### config.mk
export PLATFORM = sky130hd
export DESIGN_NAME = iter_normalizer
export DESIGN_NICKNAME = d
export VERILOG_FILES = /design/src/rtl/iter_normalizer.sv
export SDC_FILE = /design/constraint.sdc
export NUM_CORES = 1
export LEC_CHECK = 0
export BUFFER_PORTS_ARGS = -buffer_cell sky130_fd_sc_hd__buf_2
export CORE_ASPECT_RATIO = 0.8
export CORE_MARGIN = 2
export CORE_UTILIZATION = 46
export DETAILED_ROUTE_END_ITERATION = 12
export PLACE_DENSITY = 0.74
export SYNTH_ARGS = -nofsm -noshare
export SYNTH_HDL_FRONTEND = slang
export SYNTH_SLANG_ARGS = --single-unit
### constraint.sdc
create_clock -name clk -period 2.6 [get_ports clk]
set_input_delay 0 -clock clk [delete_from_list [all_inputs] [get_ports clk]]
set_output_delay 0 -clock clk [all_outputs]
set_load 0.05 [all_outputs]
### src/rtl/iter_normalizer.sv
// Multi-cycle normalizer: shifts an operand until its MSB (left) or LSB (right) is set,
// reporting the applied shift amount; valid/ready handshakes on both sides.
module iter_normalizer #(
  parameter int unsigned WIDTH = 32,
  parameter int unsigned STEP  = 4
) (
  input  logic                       clk,
  input  logic                       rst_n,
  input  logic                       in_valid,
  output logic                       in_ready,
  input  logic [WIDTH-1:0]           in_data,
  input  logic                       in_dir,
  output logic                       out_valid,
  input  logic                       out_ready,
  output logic [WIDTH-1:0]           out_data,
  output logic [$clog2(WIDTH):0]     out_count,
  output logic                       out_zero
);

  localparam int unsigned CW = $clog2(WIDTH) + 1;

  typedef enum logic [1:0] {
    IDLE  = 2'd0,
    SHIFT = 2'd1,
    DONE  = 2'd2
  } state_t;

  state_t           state_q, state_d;
  logic [WIDTH-1:0] data_q,  data_d;
  logic [CW-1:0]    count_q, count_d;
  logic             zero_q,  zero_d;
  logic             dir_q,   dir_d;

  logic target_set;
  logic step_clear;

  always_ff @(posedge clk or negedge rst_n) begin
    if (!rst_n) begin
      state_q <= IDLE;
      data_q  <= '0;
      count_q <= '0;
      zero_q  <= 1'b0;
      dir_q   <= 1'b0;
    end else begin
      state_q <= state_d;
      data_q  <= data_d;
      count_q <= count_d;
      zero_q  <= zero_d;
      dir_q   <= dir_d;
    end
  end

  assign target_set = dir_q ? data_q[0] : data_q[WIDTH-1];
  assign step_clear = dir_q ? (data_q[STEP-1:0] == '0) : (data_q[WIDTH-1 -: STEP] == '0);

  always_comb begin
    state_d   = state_q;
    data_d    = data_q;
    count_d   = count_q;
    zero_d    = zero_q;
    dir_d     = dir_q;
    in_ready  = 1'b0;
    out_valid = 1'b0;

    case (state_q)
      IDLE: begin
        in_ready = 1'b1;
        if (in_valid) begin
          dir_d   = in_dir;
          count_d = '0;
          if (in_data == '0) begin
            data_d  = '0;
            count_d = CW'(WIDTH);
            zero_d  = 1'b1;
            state_d = DONE;
          end else begin
            data_d  = in_data;
            zero_d  = 1'b0;
            state_d = SHIFT;
          end
        end
      end

      // Coarse STEP-wide shift while the target end is clear, then single-bit refinement.
      SHIFT: begin
        if (target_set) begin
          state_d = DONE;
        end else if (step_clear) begin
          data_d  = dir_q ? (data_q >> STEP) : (data_q << STEP);
          count_d = count_q + CW'(STEP);
        end else begin
          data_d  = dir_q ? (data_q >> 1) : (data_q << 1);
          count_d = count_q + CW'(1);
        end
      end

      DONE: begin
        out_valid = 1'b1;
        if (out_ready) begin
          state_d = IDLE;
        end
      end

      default: state_d = IDLE;
    endcase
  end

  assign out_data  = data_q;
  assign out_count = count_q;
  assign out_zero  = zero_q;

endmodule

==> flow_summary.yaml <==
timing:
  skew_ns: 0.00738
  min_period_over_period_pct: 91.0
  setup_tns_ns: 0
  setup_ws_ns: 0.234
  slew_viol_final: 0
  rsz0062_at_grt: "false"
  max_freq_mhz: 423
  maxSlewHeadroom_pct: 35.9
  tightest_slew_ns: 0.961
  min_period_ns: 2.37
  final-hold-violation-count: 0
  finalSetupViolations: 0
cts:
  cts.sinks: 42
  clkSlewWorstSetupHoldPaths_ns: 0.08
  numCtsBuffers: 5
  htreeDepth: 2
  cts_tree: "done"
  cts_setup_buffers: 0
  post_cts_resized: 0
  clockRootBuffer: "clkbuf_8"
  clockBufferDepth: 2
  clkLatencyLatePin_ns: 0.31
  holdBufCountCts: 8
finish:
  fin_area_mm2: 0.00371
  fillers: 609
  layout-drive-gt1-share_pct: 27.1
  layout.cells.non_filler: 527
  final_common_cell: "buf_2"
  final_nets: 481
  antennaDiodeCount: 0
  fin_util_pct: 57.9
  area.growth.synth_to_final_pct: 20.8
  mostFrequentLayoutCells: "buf_2 (77), a21oi_1 (56), dfrtp_1 (42)"
drt:
  vias_per_cell: 6.24
  vias: 3290
  first_pass_iters: 5
  drt_iter0_drc: 396
  final_antenna_net_count: 0
  wl_per_cell_um: 18.8
  drcViolationCount: 0
  wirelength_um: 9910
logic_synthesis:
  ys_ff_latch: 42
  muxShareOfSynthArea_pct: 15.0
  yosys.area_share.adder_pct: 0.815
  yosys_warnings: 0
  synth_compound_area_share_pct: 28.8
  postSynthAreaPerCell_um2: 8.42
  synth.distinct_cells: 43
  synth-edff-count: 0
  synth-async-reset-ratio_pct: 100
  ys.flop_type: "dfrtp_1"
  synth_xor_area_share_pct: 0.285
  ys_seq_area_share_pct: 34.2
  synth_nets: 404
  synth_area_mm2: 0.00307
  synth_top_family_by_area: "compound AO/OA/AOI/OAI gates"
  syn-instance-count: 365
  ys_top_cells_by_area: "dfrtp_1 (34%), mux2i_1 (13%), a21oi_1 (9.1%)"
  yosysTopAreaCell: "dfrtp_1"
  yosys.area_share.simple_pct: 15.9
  synth.top_cell.area_share_pct: 34.2
grt:
  antenna_found_initial: 0
  grt_max_degree: 43
  track_usage_pct: 27.8
  grt_pass1_vias: 3142
  grt_first_pass_wirelength_um: 16100
  grt_overflow: 0
place:
  place_congestion: 0.858
  dp_hpwl_um: 6820
  dpl.cell_count: 511
  io_buffers: 77
  dp_slack_ns: 0.277
  placed_cell_area_mm2: 0.00353
run_status:
  status: "completed"
floorplan:
  die_y_um: 77.1
  fp.dieW_um: 95.4
  pin_count: 78
  start_util_pct: 47.9
  rows: 26
  design.die.area_mm2: 0.00735
  core_area_mm2: 0.00641
setup_path:
  endpoint_kind: "flip-flop"
  required_ns: 2.80
  crit_path_start_kind: "flip-flop"
  critical-path-slowest-cell: "or4_1"
  crit_type: "flip-flop to flip-flop"
  worst-path-max-fanout: 19
  slowest_delay_ns: 0.81
  cp_data_arrival_time_ns: 2.57
  crit_chain: "or4_1, nor2_8, mux2i_1, o32a_1, o21ai_2"
pwr:
  ir_drop_mv: 0.796
  p_leak_nw: 1.64
  power.density_mw_per_mm2: 1600
hold_path:
  hold_class: "primary input to flip-flop"
run:
  cap_violations: 0
==> critical path: cells and delay by family, from the launching register on <==
kind / cells / cell delay (ns)
AND/OR/NAND/NOR: 2 / 1.28
flip-flops: 1 / 0.47
AO/OA/AOI/OAI: 2 / 0.26
multiplexers: 1 / 0.26
==> stage by stage <==
step / hold slack (ns) / power (mW)
2_1_floorplan: -0.296 / 4.38
3_3_place_gp: 0.206 / 5.31
3_5_place_dp: 0.213 / 5.39
4_1_cts: 0.000128 / 5.87
5_1_grt: 0.00869 / 6.31
6_report: 0.00106 / 5.92
==> state kept, by name, summed over array words and instances (netlist names) <==
register   flops
dir_q          1
out_count      6
out_zero       1
state_q        2
out_data      32
==> cells by family (layout without fill, tap and decap cells) <==
group	count (synthesis)	count (layout)
compound gates	139	139
xor+xnor	1	1
fa+ha+maj	2	2
buf+inv	32	110
flops	42	42
mux	45	45
simple gates	104	104
==> synth_stat cells (2+ instances only) <==
master	number
a211oi_1	4
a21oi_1	56
a22o_1	2
a311oi_1	3
a31oi_1	6
and2_1	2
buf_2	8
clkbuf_1	18
dfrtp_1	42
ha_1	2
inv_1	3
mux2_2	5
mux2i_1	39
nand2_1	36
nand2b_1	3
nand3_1	4
nand4_1	2
nor2_1	36
nor2b_1	5
nor4_1	9
o21ai_0	23
o21ai_1	10
o21ai_2	9
o32a_1	18
or4_1	2
==> area by class of cell <==
type | count | area (um2) | area share [%]
Clock inverter | 2 | 12.5 | 0.337
Timing Repair Buffer | 99 | 571 | 15.4
Sequential cell | 42 | 1050 | 28.3
Inverter | 3 | 11.3 | 0.304
Clock buffer | 6 | 82.6 | 2.23
Multi-Input combinational cell | 291 | 1880 | 50.6
Tap cell | 84 | 105 | 2.83
==> power breakdown <==
| part | internal (mW) | switching (mW) | leakage (nW) | total (mW) |
|---|---|---|---|---|
| sequential | 0.960 | 0.548 | 0.490 | 1.51 |
| combinational | 1.30 | 2.66 | 1.10 | 3.95 |
| clock | 0.214 | 0.246 | 0.0472 | 0.460 |
==> path summary, 6_finish.rpt <==
kind                            depth (start not counted)  slack [ns]          from           end
worst max-delay path                                    5        0.23  out_data[28]   out_data[9]
worst min-delay path                                    3       0.001   in_data[12]  out_data[12]
worst max register to register                          5        0.23  out_data[28]   out_data[9]
max in group asynchronous                               2        1.62         rst_n   out_data[3]
min in group asynchronous                               2        0.38         rst_n  out_data[21]
worst min register to register                          2        0.48      out_zero      out_zero
==> metal layers <==
metal | up-vias | track usage (%) | wire length, um
met1 | 1571 | 41.6 | 4420
li1 | 1516 | - | -
met3 | 20 | 5.01 | 871
met4 | 0 | 7.39 | 153
met5 | - | 0 | 0
met2 | 183 | 41.0 | 4460
Power figures use the tool's default switching activity.
